==> src/rtl/timer_arbiter_if.sv <==
// Request/grant bundle between the requesters and the shared interval timer.
// The master side drives the requests; the slave side is the arbiter.
interface timer_arbiter_if #(
    parameter int NREQ = 4,
    parameter int IW   = 2,
    parameter int CW   = 8
);
    logic [NREQ-1:0]    REQ;
    logic [NREQ*CW-1:0] LOAD_VAL;
    logic               EN;
    logic [NREQ-1:0]    GNT;
    logic [NREQ-1:0]    DONE;
    logic               BUSY;
    logic [IW-1:0]      OWNER;
    logic [CW-1:0]      COUNT;

    modport master (output REQ, LOAD_VAL, EN, input GNT, DONE, BUSY, OWNER, COUNT);
    modport slave  (input REQ, LOAD_VAL, EN, output GNT, DONE, BUSY, OWNER, COUNT);
endinterface

==> src/rtl/timer_arbiter.sv <==
// Round-robin owner of one shared down-counter: grant, load, count to zero,
// pulse DONE for one cycle, then release. All outputs come straight from flops.
module timer_arbiter #(
    parameter int NREQ = 4,
    parameter int IW   = 2,
    parameter int CW   = 8
) (
    input logic           CLK,
    input logic           RST_N,
    timer_arbiter_if.slave bus
);
    typedef enum logic [1:0] {IDLE, RUN, RELEASE} state_t;

    state_t                  state, state_nx;
    logic [NREQ-1:0]         gnt, gnt_nx, done, done_nx;
    logic                    busy, busy_nx;
    logic [IW-1:0]           owner, owner_nx, ptr, ptr_nx;
    logic [CW-1:0]           count, count_nx;
    logic [NREQ-1:0][CW-1:0] load;
    logic [IW-1:0]           win;
    logic                    win_vld;

    for (genvar i = 0; i < NREQ; i++) begin : g_slice
        assign load[i] = bus.LOAD_VAL[i*CW +: CW];
    end

    // Scan from the far end so the candidate nearest ptr+1 is written last and wins.
    always_comb begin
        win     = '0;
        win_vld = 1'b0;
        for (int k = NREQ; k >= 1; k--) begin
            if (bus.REQ[(int'(ptr) + k) % NREQ]) begin
                win     = IW'((int'(ptr) + k) % NREQ);
                win_vld = 1'b1;
            end
        end
    end

    always_comb begin
        state_nx = state;
        gnt_nx   = gnt;
        done_nx  = '0;
        busy_nx  = busy;
        owner_nx = owner;
        count_nx = count;
        ptr_nx   = ptr;
        case (state)
            IDLE: begin
                if (win_vld) begin
                    state_nx     = RUN;
                    gnt_nx       = '0;
                    gnt_nx[win]  = 1'b1;
                    owner_nx     = win;
                    count_nx     = load[win];
                    ptr_nx       = win;
                    busy_nx      = 1'b1;
                end
            end
            RUN: begin
                // A dropped request beats expiry: the owner gave up, so no DONE.
                if (!bus.REQ[owner]) begin
                    state_nx = IDLE;
                    gnt_nx   = '0;
                    busy_nx  = 1'b0;
                end else if (count == '0) begin
                    state_nx       = RELEASE;
                    gnt_nx         = '0;
                    done_nx[owner] = 1'b1;
                end else if (bus.EN) begin
                    count_nx = count - CW'(1);
                end
            end
            RELEASE: begin
                state_nx = IDLE;
                busy_nx  = 1'b0;
            end
            default: state_nx = IDLE;
        endcase
    end

    always_ff @(posedge CLK or negedge RST_N) begin
        if (!RST_N) begin
            state <= IDLE;
            gnt   <= '0;
            done  <= '0;
            busy  <= 1'b0;
            owner <= '0;
            count <= '0;
            ptr   <= IW'(NREQ - 1);
        end else begin
            state <= state_nx;
            gnt   <= gnt_nx;
            done  <= done_nx;
            busy  <= busy_nx;
            owner <= owner_nx;
            count <= count_nx;
            ptr   <= ptr_nx;
        end
    end

    assign bus.GNT   = gnt;
    assign bus.DONE  = done;
    assign bus.BUSY  = busy;
    assign bus.OWNER = owner;
    assign bus.COUNT = count;
endmodule

==> src/flat_wrapper.sv <==
// flat-port wrapper written by rule: the top's interface ports become plain ports
module timer_arbiter_flat 
#(
    parameter int NREQ = 4,
    parameter int IW   = 2,
    parameter int CW   = 8
)
  (CLK, RST_N, bus_REQ, bus_LOAD_VAL, bus_EN, bus_GNT, bus_DONE, bus_BUSY, bus_OWNER, bus_COUNT);
  timer_arbiter_if #(.NREQ(NREQ), .IW(IW), .CW(CW)) bus_i ();
  input logic CLK;
  input logic RST_N;
  input wire logic [$bits(bus_i.REQ)-1:0] bus_REQ;
  input wire logic [$bits(bus_i.LOAD_VAL)-1:0] bus_LOAD_VAL;
  input wire logic [$bits(bus_i.EN)-1:0] bus_EN;
  output wire logic [$bits(bus_i.GNT)-1:0] bus_GNT;
  output wire logic [$bits(bus_i.DONE)-1:0] bus_DONE;
  output wire logic [$bits(bus_i.BUSY)-1:0] bus_BUSY;
  output wire logic [$bits(bus_i.OWNER)-1:0] bus_OWNER;
  output wire logic [$bits(bus_i.COUNT)-1:0] bus_COUNT;
  assign bus_i.REQ = bus_REQ;
  assign bus_i.LOAD_VAL = bus_LOAD_VAL;
  assign bus_i.EN = bus_EN;
  assign bus_GNT = bus_i.GNT;
  assign bus_DONE = bus_i.DONE;
  assign bus_BUSY = bus_i.BUSY;
  assign bus_OWNER = bus_i.OWNER;
  assign bus_COUNT = bus_i.COUNT;
  timer_arbiter #(.NREQ(NREQ), .IW(IW), .CW(CW)) u_core (.CLK(CLK), .RST_N(RST_N), .bus(bus_i));
endmodule
==> config.mk <==
export PLATFORM = sky130hd
export DESIGN_NAME = timer_arbiter_flat
export DESIGN_NICKNAME = d
export VERILOG_FILES = /design/src/rtl/timer_arbiter_if.sv /design/src/rtl/timer_arbiter.sv /design/src/flat_wrapper.sv
export SDC_FILE = /design/constraint.sdc
export NUM_CORES = 1
export LEC_CHECK = 0
export BUFFER_PORTS_ARGS = -buffer_cell sky130_fd_sc_hd__clkbuf_2
export CORE_MARGIN = 2
export CORE_UTILIZATION = 49
export DETAILED_ROUTE_END_ITERATION = 10
export PLACE_DENSITY = 0.82
export SETUP_SLACK_MARGIN = 0.5
export SYNTH_ARGS = -nofsm -noshare
export SYNTH_HDL_FRONTEND = slang
export SYNTH_SLANG_ARGS = --single-unit
==> constraint.sdc <==
create_clock -name CLK -period 2.65 [get_ports CLK]
set_clock_uncertainty 0.2 [all_clocks]
set_input_delay 0.265 -clock CLK [delete_from_list [all_inputs] [get_ports CLK]]
set_output_delay 0.265 -clock CLK [all_outputs]
set_load 0.02 [all_outputs]
==> results by stage, run 1 <==
Drt:
- The detail route stage leaves a number of antenna-violating nets equal to 0.
- After detailed routing, the met3 layer carries 158 um of wire.
- The detailed-routing iteration count for the pre-antenna-repair pass is 4.
- The highest routing layer actually used is met4.
- The starting DRC count in detailed routing is between 50 and 60.
- For this block, wires on met1 add up to 1.84 mm.
- Dividing the detail-routed wire length by the instance count gives about 15 um.
- The wire length on met2 is just over 2 mm.
- The total via count after detailed routing is 1616.
- The post-detailed-route DRC marker count is 0.
- After detailed routing, the number of vias per cell comes to approximately 5.8.
- For this block, the routed nets add up to a little over 4 mm of wire.

Worst setup path:
- For flop-to-flop paths, the worst setup slack is around 490 ps.
- The sort of element at the end of the critical path is a flop.
- The largest single stage delay on the critical path is 470 ps.
- The top fanout value on the critical path is 6.
- The startpoint identified for the worst register-to-register timing path is u_core.bus.COUNT[2].
- At the worst endpoint, the arrival time is about 2200 ps.
- For the worst flop-to-flop path, the logic depth is 5.
- The signal on the critical path passes through or3_1 -> or3_1 -> o31ai_2 -> a21oi_1 -> a221oi_1.
- The worst setup path category is reg2reg.
- The most used cell along the critical path is sky130_fd_sc_hd__or3_1.
- The element type at the critical path start is a flop.
- For this design, the slowest cell found on the critical path is sky130_fd_sc_hd__dfrtp_2.
- The critical path required time is around 2700 ps.
- The reg-to-reg endpoint is u_core.bus.COUNT[7].

Synth:
- The top cell type by total area after synthesis is sky130_fd_sc_hd__dfrtp_1.
- The portion of netlist area occupied by mux cells is 17.1%.
- After Yosys synthesis, XOR and XNOR cells account for 0% of the synthesized area.
- The simple-gate share of the synthesized area is roughly 16%.
- The async set or reset register ratio after synthesis is between 90% and 100%.
- The number of nets in the synthesized netlist is roughly 210.
- The synthesized-area fraction occupied by ao, oa, aoi and oai cells is between 20% and 30%.
- Yosys attributes the largest share of cell area to sky130_fd_sc_hd__dfrtp_1 33%, sky130_fd_sc_hd__mux2i_1 11%, sky130_fd_sc_hd__o31ai_1 5.1%.
- By area, the combinational part of the netlist is dominated by compound AO/OA/AOI/OAI gates.
- The most repeated cell in the gate-level netlist after synthesis is sky130_fd_sc_hd__dfrtp_1.
- The cell area that synthesis handed to floorplanning was around 1600 sq um.
- The synthesized netlist devotes between 3 and 4% of its cell area to adder and majority cells.
- The synthesized netlist contains 40 unique library cells.
- The top cell type by area accounts for between 30 and 40% of the synthesized area.
- The commonest register cell after synthesis is sky130_fd_sc_hd__dfrtp_1.
- Counting flops and latches in the post-synthesis netlist gives 23.
- Of the synthesized area, sequential elements account for a little over a third.
- The number of synthesized flops with an enable pin is 0.
- The cell count after synthesis came out at 161.
- A synthesized cell averages roughly 10 sq um.
- In the synthesized netlist, the cells that appear most often are 21 x sky130_fd_sc_hd__dfrtp_1, 18 x sky130_fd_sc_hd__mux2i_1, 13 x sky130_fd_sc_hd__nor2_1.
- The Yosys step of the flow raised 0 warnings.

Place:
- Input and output buffers added on the ports amount to 57.
- The placer's final routability congestion estimate is 0.868.
- OpenSTA, run right after detailed placement, puts the worst setup slack at 277 ps.
- Once detailed placement completed, the half-perimeter wirelength came to 2.88 mm.

STA:
- The hold violation count in the final report is 0.
- Dividing the final minimum period by the clock period gives 81.4%.
- For the finished layout, the period the worst path requires is around 2200 ps.
- The upper clock frequency limit is between 0.4 and 0.5 GHz.
- Setup total negative slack on the finished layout was measured at 0 ps.
- The total setup violations reported at the end of the flow is 0.
- Setup repair after global routing could not meet its margin everywhere.
- The final count of pins violating max slew is 0.
- The worst setup slack after layout is 493 ps.
- The relative slew slack is slightly below 50%.
- The slew at the pin closest to its max-slew limit is between 700 and 800 ps.

Hold path:
- The type of the most critical hold path is in2reg.
- The worst hold path was traced through 4 stages.
- For hold timing, the worst endpoint is u_core.bus.COUNT[6].
- The hold path startpoint is bus_LOAD_VAL[14].

Die:
- Measured along the y axis, the die boundary spans 61.2 um.
- The standard cell core area is approximately 3100 sq um.
- The starting density of the core is 52.2%.
- The die footprint is approximately 3700 sq um.
- The die is just over 60 um wide.
- The floorplan row count is 20.
- The total I/O pin count is 58.

GRT:
- The wire length of the first global-routing pass is approximately 6.2 mm.
- The all-layer global routing usage is ~22%.
- The largest net degree at the start of global routing is 24.
- The number of antenna violations at the first check in global routing came to 0.
- After global routing the overflow that remains totals 0.
- The via count of the first global-routing pass is between 1000 and 1500.

Clock network:
- The clock-pin slew on the worst setup and hold paths is 140 ps.
- The maximum level of the CTS H-tree is 1.
- The insertion delay to the later sink of the worst-skew pair is 330 ps.
- The number of clock buffers added by TritonCTS is 3.
- The clock tree from TritonCTS is built.
- The clock sink count is 23.
- The longest clock path from root to sink contains 2 buffers.
- The root buffer cell is sky130_fd_sc_hd__clkbuf_4.

Finish:
- The number of filler cells placed in the layout is roughly 260.
- The multi-input combinational cells in the finished layout cover a total of 1070 sq um.
- The net count of the finished layout is 278.
- The repair_antennas step left the layout with diodes totalling 0.
- The layout-stage area growth over the synthesis result is 34.7%.
- The post-route netlist has between 40% and 50% of its cells at a drive strength greater than 1.
- In the final layout, flip-flops and latches occupy 583 sq um.

Flow run:
- The number of maximum-capacitance constraint violations is 0.

Power:
- The highest ir drop seen on vdd is around 0.00047 V.
- For this design the static power due to leakage is approximately 1.1 nW.
- The power per standard cell area is 1100 nW/um^2.

Status:
- The run finished with clean final reports.
==> final cells by class <==
| type | instances | area share, % |
|---|---|---|
| clock inverters | 1 | 0.231 |
| inverters | 9 | 1.56 |
| clock buffers | 3 | 1.04 |
| flip-flops and latches | 23 | 27.0 |
| well taps | 44 | 2.55 |
| repair buffers | 70 | 18.2 |
| multi-input cells | 127 | 49.5 |
==> stage by stage <==
step                      instance area (sq um)  utilization (%)  total power, mW  hold WS [ps]  instances
after global placement                     1990             64.6             1.96          86.9        262
after detailed placement                   1990             64.6             1.99          85.7        262
after floorplan                            1650                -             1.65          -231        161
after CTS                                  2070             67.2             2.21          88.2        270
after global routing                       2160             70.2             2.54          91.2        277
final                                      2160             70.2             2.38          75.2        277
==> report_power, final <==
part           total, mW  switching [mW]  internal, mW
combinational       1.53           0.828         0.699
clock              0.173           0.116        0.0567
sequential         0.680           0.176         0.503
total               2.38            1.12          1.26
==> state kept, by name (all words and copies together), names as in the netlist <==
register and count:
u_core.state 2, u_core.bus.OWNER 2, u_core.bus.GNT 4, u_core.bus.BUSY 1, u_core.ptr 2, u_core.bus.COUNT 8
u_core.bus.DONE 4
==> critical path, delay by kind of cell (launching register included) <==
kind | cells | cell delay [ps]
AOI/OAI and AO/OA | 3 | 520
DFF | 1 | 470
and+or+nand+nor | 2 | 880
==> placed cells by master, fill, tap and decap left out, types with 4 or more instances in the layout <==
cell,instances
sky130_fd_sc_hd__nand2_1,9
sky130_fd_sc_hd__mux2_2,6
sky130_fd_sc_hd__nor3_1,4
sky130_fd_sc_hd__nor2_1,13
sky130_fd_sc_hd__dfrtp_2,4
sky130_fd_sc_hd__inv_1,7
sky130_fd_sc_hd__nand2b_1,4
sky130_fd_sc_hd__mux2i_1,18
sky130_fd_sc_hd__o311a_1,4
sky130_fd_sc_hd__dfrtp_1,17
sky130_fd_sc_hd__clkbuf_2,57
sky130_fd_sc_hd__o22ai_1,4
sky130_fd_sc_hd__a21o_1,6
sky130_fd_sc_hd__o31ai_1,10
sky130_fd_sc_hd__buf_4,10
==> kinds of logic (layout without fill, tap and decap cells) <==
kind of cell    Yosys count  count (layout)
compound gates           47              48
mux                      25              25
flops                    23              23
fa+ha+maj                 5               5
buf+inv                  12              83
simple gates             49              49
==> metal layers <==
metal,track usage [%],vias to the layer above
met5,0,-
met2,35.9,54
met4,9.32,0
met1,30.4,784
li1,-,771
met3,1.68,7
==> repair_timing <==
action                     in CTS  in global routing
hold endpoints to repair       21                  0
buffers inserted                3                  5
gates cloned                    0                  2
pin swaps                       2                  7
hold buffers                    1                  0
setup endpoints to repair       8                 12
resized for setup               6                 11
==> worst max-delay path by stage <==
stage | startpoint | end | depth (start not counted)
after floorplan | u_core.bus.COUNT[5] | u_core.bus.COUNT[5] | 5
after global placement | bus_REQ[2] | u_core.bus.COUNT[4] | 6
after detailed placement | bus_REQ[2] | u_core.bus.COUNT[7] | 6
after CTS | u_core.ptr[1] | u_core.bus.COUNT[7] | 6
after global routing | u_core.bus.COUNT[2] | u_core.bus.COUNT[7] | 5
final | u_core.bus.COUNT[2] | u_core.bus.COUNT[7] | 5
No activity file was read; power rests on OpenSTA's default activity.
==> run 2: changes to the inputs <==
==> constraint.sdc (replaced) <==
create_clock -name CLK -period 2.1 [get_ports CLK]
set_clock_uncertainty 0.2 [all_clocks]
set_input_delay 0.21 -clock CLK [delete_from_list [all_inputs] [get_ports CLK]]
set_output_delay 0.21 -clock CLK [all_outputs]
set_load 0.02 [all_outputs]
==> results by stage, run 2 (synthesis results as in run 1) <==
Status:
- Result of the run: complete, but fails checks (was finished, final reports clean).
- The final reports fail on setup timing.

Worst setup path:
- The top fanout value on the critical path is 8 (was 6).
- The number of cells on the worst reg-to-reg path is 5 (unchanged).
- The worst setup path category is reg2reg (unchanged).
- The sort of element at the end of the critical path is a flop (unchanged).
- The timing startpoint of the critical path is u_core.ptr[0] (was u_core.bus.COUNT[2]).
- The reg-to-reg critical path startpoint is u_core.ptr[0] (was u_core.bus.COUNT[2]).
- The element type at the critical path start is a flop (unchanged).
- The data arrival time at the worst-slack endpoint is 2170 ps (was 2190 ps).
- The critical path required time was 2140 ps (was 2680 ps).

Die:
- The starting density of the core is 52.2% (unchanged).
- The floorplan row count was 20 (unchanged).
- The floorplan die height is 61.2 um (unchanged).
- The total I/O pin count came to 58 (unchanged).
- The die extent in x is 61.2 um (unchanged).
- The standard cell core area is 3080 sq um (unchanged).
- The die footprint is 3750 sq um (unchanged).

Finish:
- The number of flip-flops in the largest register is 8 (unchanged).
- The ratio of cells with drive above 1 in the final layout was 60.4% (was 45.1%).
- The utilization of the core after routing is 84.4% (was 70.2%).
- The layout-stage area growth over the synthesis result is 61.8% (was 34.7%).
- Commonest cells after routing, fill and taps aside: 57 x sky130_fd_sc_hd__clkbuf_2, 30 x sky130_fd_sc_hd__buf_4, 17 x sky130_fd_sc_hd__mux2i_1, 15 x sky130_fd_sc_hd__dfrtp_1, 10 x sky130_fd_sc_hd__nor2_1 (was 57 x sky130_fd_sc_hd__clkbuf_2, 18 x sky130_fd_sc_hd__mux2i_1, 17 x sky130_fd_sc_hd__dfrtp_1, 13 x sky130_fd_sc_hd__nor2_1).
- The net count reported at finish is 305 (was 278).
- The most common library cell in the layout ignoring fill and taps was sky130_fd_sc_hd__clkbuf_2 (unchanged).
- The number of antenna diodes is 0 (unchanged).

STA:
- The relative slew slack came to 60.6% (was 48.5%).
- The hold violation count in the final report is 0 (unchanged).
- The fraction of the cycle the final worst path needs is 101% (was 81.4%).
- The worst setup slack after layout was -30.7 ps (was 493 ps).
- The aggregate negative setup slack is -77.7 ps (was 0 ps).
- The total setup violations reported at the end of the flow is 5 (was 0).
- The final worst hold slack is 25.6 ps (was 75.2 ps).
- The final count of pins violating max slew came to 0 (unchanged).
- The clock period minus final worst setup slack is 2130 ps (was 2160 ps).
- Setup repair after global routing missed its margin: true (unchanged).
- The upper clock frequency limit was 0.469 GHz (was 0.464 GHz).
- The slew at the pin closest to its max-slew limit is 590 ps (was 766 ps).

Power:
- The leakage dissipation was 1.25 nW (was 1.05 nW).
- The power per standard cell area is 1450 nW/um^2 (was 1100 nW/um^2).
- The highest ir drop seen on vdd is 0.000709 V (was 0.000471 V).

Clock network:
- The CTS buffer count came to 3 (unchanged).
- The clock-pin slew on the worst setup and hold paths is 140 ps (about the same).
- The root buffer cell is sky130_fd_sc_hd__clkbuf_4 (unchanged).
- The clock sink count is 23 (unchanged).
- The clock tree buffer depth came to 2 (unchanged).
- The maximum level of the CTS H-tree came to 1 (unchanged).
- The clock tree from TritonCTS is built (unchanged).
- The insertion delay to the later sink of the worst-skew pair is 330 ps (about the same).

Place:
- The half-perimeter wire length after placement is 3.31 mm (was 2.88 mm).
- The count of input and output buffers came to 57 (unchanged).
- The placer's final routability congestion estimate is 0.806 (was 0.868).

Hold path:
- The instance count along the most critical hold path is 4 (unchanged).
- The hold path startpoint is bus_LOAD_VAL[14] (unchanged).
- The type of the most critical hold path is in2reg (unchanged).

Drt:
- The post-detailed-route DRC marker count was 0 (unchanged).
- The starting DRC count in detailed routing is 117 (was 58).
- The wire length per cell is 17.5 um (was 15.0 um).
- The detailed-routing iteration count for the pre-antenna-repair pass is 4 (unchanged).
- The count of antenna-violating nets left after detailed routing came to 0 (unchanged).
- The total detailed-routing wirelength is 5.31 mm (was 4.15 mm).
- The via-per-instance ratio was 5.90 (was 5.83).
- The total via count after detailed routing came to 1795 (was 1616).

GRT:
- The largest net degree at the start of global routing is 24 (unchanged).
- The wire length of the first global-routing pass is 7.36 mm (was 6.18 mm).
- The via count of the first global-routing pass came to 1675 (was 1367).
- The number of antenna violations at the first check in global routing is 0 (unchanged).
- The all-layer global routing usage is 26.3% (was 22.1%).
- The sum of overflow across all layers after global routing came to 0 (unchanged).

Flow run:
- The number of maximum-capacitance constraint violations is 0 (unchanged).
[run 2: changes by cell type in the layout (fill, tap and decap cells not counted), sizes merged]
cell / change
buf: +27
clkinv: -1
clkinvlp: +1
[run 2: metal layers]
metal	global-route usage (%)	wire length (um)	up-vias
met5	0	0	-
met4	12.4	130	0
met3	3.99	354	15
met2	44.4	2660	81
met1	33.0	2170	871
li1	-	-	828
[run 2: through the flow]
| step | power, mW | cell area, sq um | setup WS [ps] | std cells |
|---|---|---|---|---|
| after global routing | 3.97 | 2600 | -138 | 304 |
| final | 3.77 | 2600 | -30.7 | 304 |
| after detailed placement | 2.97 | 2240 | -59.5 | 283 |
| after CTS | 3.42 | 2430 | 3.03 | 300 |
| after global placement | 2.90 | 2240 | 1.28 | 283 |
| after floorplan | 2.21 | 1720 | 9.09 | 161 |
[run 2: what timing repair did]
action	in CTS	in global routing
cloned	1	0
gates resized for setup	8	32
pin swaps	5	2
hold buffers	1	0
endpoints found under the setup margin	23	23
setup buffers	11	4
endpoints found under the hold margin	21	0
[run 2: area by class of cell]
| cell class | instances | area [sq um] |
|---|---|---|
| clock inverters | 1 | 7.51 |
| repair buffers | 97 | 648 |
| well taps | 44 | 55.1 |
| inverters | 9 | 33.8 |
| fillers | 175 | 480 |
| multi-input cells | 127 | 1240 |
| flip-flops and latches | 23 | 586 |
| clock buffers | 3 | 22.5 |
[run 2: worst max-delay path, stage by stage, from the launching register on]
cell                       delay [ps]
sky130_fd_sc_hd__dfstp_2          610
sky130_fd_sc_hd__nand2b_4         190
sky130_fd_sc_hd__a21boi_4         100
sky130_fd_sc_hd__o311a_1          380
sky130_fd_sc_hd__a22o_1           240
sky130_fd_sc_hd__a221oi_2         310
[run 2: path summary, 6_finish.rpt]
| path | endpoint | slack, ps |
|---|---|---|
| worst max-delay path | u_core.bus.COUNT[5] | -30 |
| worst min-delay path | u_core.bus.COUNT[6] | 30 |
| worst max register to register | u_core.bus.COUNT[5] | -30 |
| worst min register to register | u_core.bus.BUSY | 320 |
| max in group asynchronous | u_core.bus.COUNT[5] | 1100 |
| min in group asynchronous | u_core.bus.BUSY | 190 |
[run 2: report_power, final]
part | internal [mW] | switching, mW
clock | 0.0731 | 0.159
sequential | 0.639 | 0.176
combinational | 1.31 | 1.41
total | 2.03 | 1.74
==> run 3: changes to the inputs <==
--- a/config.mk
+++ b/config.mk
@@ -8,6 +8,7 @@
 export BUFFER_PORTS_ARGS = -buffer_cell sky130_fd_sc_hd__clkbuf_2
 export CORE_MARGIN = 2
 export CORE_UTILIZATION = 49
+export CTS_CLUSTER_SIZE = 25
 export DETAILED_ROUTE_END_ITERATION = 10
 export PLACE_DENSITY = 0.82
 export SETUP_SLACK_MARGIN = 0.5
==> constraint.sdc (replaced) <==
create_clock -name CLK -period 2.1 [get_ports CLK]
set_clock_uncertainty 0.2 [all_clocks]
set_input_delay 0.21 -clock CLK [delete_from_list [all_inputs] [get_ports CLK]]
set_output_delay 0.21 -clock CLK [all_outputs]
set_load 0.1 [all_outputs]
==> results by stage, run 3 (synthesis results as in run 1) <==
Drt:
- The total via count after detailed routing was 1849 (was 1795).
- The starting DRC count in detailed routing is 140 (was 117).
- The wire length on met2 is 2.90 mm (was 2.66 mm).
- The post-detailed-route DRC marker count is 0 (unchanged).
- The count of antenna-violating nets left after detailed routing came to 0 (unchanged).
- The length of routed wiring on met1 came to 2.13 mm (was 2.17 mm).
- The total detailed-routing wirelength is 5.69 mm (was 5.31 mm).
- The via-per-instance ratio is 6.10 (was 5.90).
- The wire length on met3 is 398 um (was 354 um).
- The wire length per cell is 18.8 um (was 17.5 um).
- The detailed-routing iteration count for the pre-antenna-repair pass came to 5 (was 4).
- The highest routing layer actually used was met4 (unchanged).

Worst setup path:
- The data arrival time at the worst-slack endpoint was 2270 ps (was 2170 ps).
- The critical path required time came to 2130 ps (was 2140 ps).
- The top fanout value on the critical path was 5 (was 8).
- The worst setup path category is reg2reg (unchanged).
- The element type at the critical path start was a flop (unchanged).
- The sort of element at the end of the critical path is a flop (unchanged).

Die:
- The floorplan row count is 20 (unchanged).
- The standard cell core area is 3080 sq um (unchanged).
- The floorplan die height is 61.2 um (unchanged).
- The total I/O pin count is 58 (unchanged).
- The die footprint is 3750 sq um (unchanged).
- The starting density of the core is 52.2% (unchanged).
- The die extent in x is 61.2 um (unchanged).

Clock network:
- The insertion delay to the later sink of the worst-skew pair was 340 ps (was 330 ps).
- The maximum level of the CTS H-tree came to 1 (unchanged).
- The root buffer cell is sky130_fd_sc_hd__clkbuf_4 (unchanged).
- The clock tree buffer depth is 2 (unchanged).
- The clock-pin slew on the worst setup and hold paths is 160 ps (was 140 ps).
- The CTS buffer count was 3 (unchanged).
- The clock sink count came to 23 (unchanged).
- The clock tree from TritonCTS is built (unchanged).

GRT:
- The number of antenna violations at the first check in global routing was 0 (unchanged).
- The all-layer global routing usage is 27.5% (was 26.3%).
- The largest net degree at the start of global routing is 24 (unchanged).
- The wire length of the first global-routing pass is 7.56 mm (was 7.36 mm).
- The sum of overflow across all layers after global routing is 0 (unchanged).
- The via count of the first global-routing pass is 1693 (was 1675).

Place:
- The post-place instance area is 2230 sq um (was 2240 sq um).
- The count of input and output buffers is 57 (unchanged).
- The half-perimeter wire length after placement is 3.35 mm (was 3.31 mm).
- The placer's final routability congestion estimate was 0.879 (was 0.806).

STA:
- The fraction of the cycle the final worst path needs was 107% (was 101%).
- The clock period minus final worst setup slack was 2240 ps (was 2130 ps).
- The upper clock frequency limit was 0.446 GHz (was 0.469 GHz).
- Setup repair after global routing missed its margin: true (unchanged).
- The relative slew slack came to 52.7% (was 60.6%).
- The hold violation count in the final report came to 0 (unchanged).
- The slew at the pin closest to its max-slew limit is 707 ps (was 590 ps).
- The final count of pins violating max slew was 0 (unchanged).
- The worst setup slack after layout is -142 ps (was -30.7 ps).
- The total setup violations reported at the end of the flow came to 11 (was 5).
- The final worst hold slack is 71.5 ps (was 25.6 ps).

Finish:
- The layout-stage area growth over the synthesis result is 64.8% (was 61.8%).
- The ratio of cells with drive above 1 in the final layout came to 62.2% (was 60.4%).
- The area used by multi-input combinational logic is 1240 sq um (about the same).
- The number of filler cells placed in the layout is 152 (was 175).
- The number of flip-flops in the largest register is 8 (unchanged).
- The most common library cell in the layout ignoring fill and taps is sky130_fd_sc_hd__clkbuf_2 (unchanged).
- The area of all placed cells without fillers is 2650 sq um (was 2600 sq um).
- The number of antenna diodes was 0 (unchanged).
- The area occupied by registers is 603 sq um (was 586 sq um).
- Commonest cells after routing, fill and taps aside: 43 x sky130_fd_sc_hd__clkbuf_2, 33 x sky130_fd_sc_hd__buf_4, 18 x sky130_fd_sc_hd__mux2i_1, 11 x sky130_fd_sc_hd__dfrtp_1, 10 x sky130_fd_sc_hd__nor2_1 (was 57 x sky130_fd_sc_hd__clkbuf_2, 30 x sky130_fd_sc_hd__buf_4, 17 x sky130_fd_sc_hd__mux2i_1, 15 x sky130_fd_sc_hd__dfrtp_1, 10 x sky130_fd_sc_hd__nor2_1).
- The net count reported at finish came to 304 (was 305).

Power:
- The part of the power in combinational logic is 77.0% (was 72.2%).
- The share of power burned in the clock network came to 4.9% (was 6.2%).
- The switching component of the power is 2.56 mW (was 1.74 mW).
- The cell-internal power is 2.16 mW (was 2.03 mW).
- The leakage dissipation is 1.25 nW (about the same).
- The switching fraction of total power came to 54.2% (was 46.2%).
- The power per standard cell area was 1780 nW/um^2 (was 1450 nW/um^2).
- The fraction of power consumed by sequential logic is 18.1% (was 21.6%).
- The highest ir drop seen on vdd was 0.00109 V (was 0.000709 V).

Hold path:
- The type of the most critical hold path was in2reg (unchanged).

Status:
- Result of the run: complete, but fails checks (unchanged).
- Violated checks: setup timing (unchanged).

Flow run:
- The number of maximum-capacitance constraint violations was 0 (unchanged).
## run 3: changes by cell type in the layout (fill, tap and decap cells not counted), moves of 3 or more
cell and delta:
sky130_fd_sc_hd__a21oi_1 +3, sky130_fd_sc_hd__dfrtp_4 +5, sky130_fd_sc_hd__inv_2 -4, sky130_fd_sc_hd__buf_2 +4, sky130_fd_sc_hd__clkbuf_2 -14, sky130_fd_sc_hd__buf_4 +3, sky130_fd_sc_hd__clkbuf_4 +4, sky130_fd_sc_hd__dfrtp_1 -4
## run 3: final cells by class
type	instances	area share (%)
Clock buffer	3	0.851
Clock inverter	1	0.189
Inverter	9	1.47
Multi-Input combinational cell	128	46.9
Sequential cell	23	22.8
Tap cell	44	2.08
Timing Repair Buffer	95	25.7
## run 3: timing repair
| action | in CTS | in global routing |
|---|---|---|
| pin swaps | 6 | 6 |
| endpoints found under the setup margin | 33 | 32 |
| cloned | 1 | 1 |
| hold buffers | 1 | 0 |
| hold endpoints to repair | 21 | 0 |
| gates resized for setup | 28 | 36 |
| buffers inserted | 6 | 9 |
## run 3: worst max-delay path, stage by stage (launching register included)
cell and delay, ps:
sky130_fd_sc_hd__dfrtp_4 500, sky130_fd_sc_hd__or4_4 600, sky130_fd_sc_hd__o2111ai_4 320, sky130_fd_sc_hd__a21oi_2 170, sky130_fd_sc_hd__mux2i_1 160, sky130_fd_sc_hd__a21o_1 170
## run 3: path summary, 6_finish.rpt
kind                                     startpoint                  end  slack (ps)  cells past startpoint
max in group asynchronous                     RST_N  u_core.bus.COUNT[1]        1090                      2
worst max register to register  u_core.bus.COUNT[5]  u_core.bus.COUNT[1]        -140                      5
worst max-delay path            u_core.bus.COUNT[5]  u_core.bus.COUNT[1]        -140                      5
worst min-delay path               bus_LOAD_VAL[13]  u_core.bus.COUNT[5]          70                      4
min in group asynchronous                     RST_N  u_core.bus.COUNT[7]         160                      2
worst min register to register  u_core.bus.COUNT[7]  u_core.bus.COUNT[7]         330                      1
## run 3: per-stage QoR
step | power, mW | util (%) | instances | setup slack [ps] | setup TNS [ps]
floorplan | 3.01 | - | 161 | -181 | -1160
global placement | 3.59 | 72.4 | 281 | 19.2 | 0
detailed placement | 3.68 | 72.4 | 281 | -88.8 | -206
CTS | 4.21 | 79.1 | 293 | -82.9 | -356
global route | 4.91 | 85.9 | 303 | -208 | -1660
finish | 4.72 | 85.9 | 303 | -142 | -968
## run 3: power groups by stage
stage / Clock, mW / Combinational (mW) / Sequential [mW]
4_1_cts: 0.220 / 3.15 / 0.843
6_report: 0.232 / 3.63 / 0.854
5_1_grt: 0.244 / 3.79 / 0.879
2_1_floorplan: 0 / 1.19 / 1.82
3_3_place_gp: 0 / 2.75 / 0.837
3_5_place_dp: 0 / 2.83 / 0.849
## run 3: routing by layer
metal	vias up	track usage [%]
li1	822	-
met1	885	31.5
met2	112	50.2
met3	30	4.41
met4	0	11.8
met5	-	0
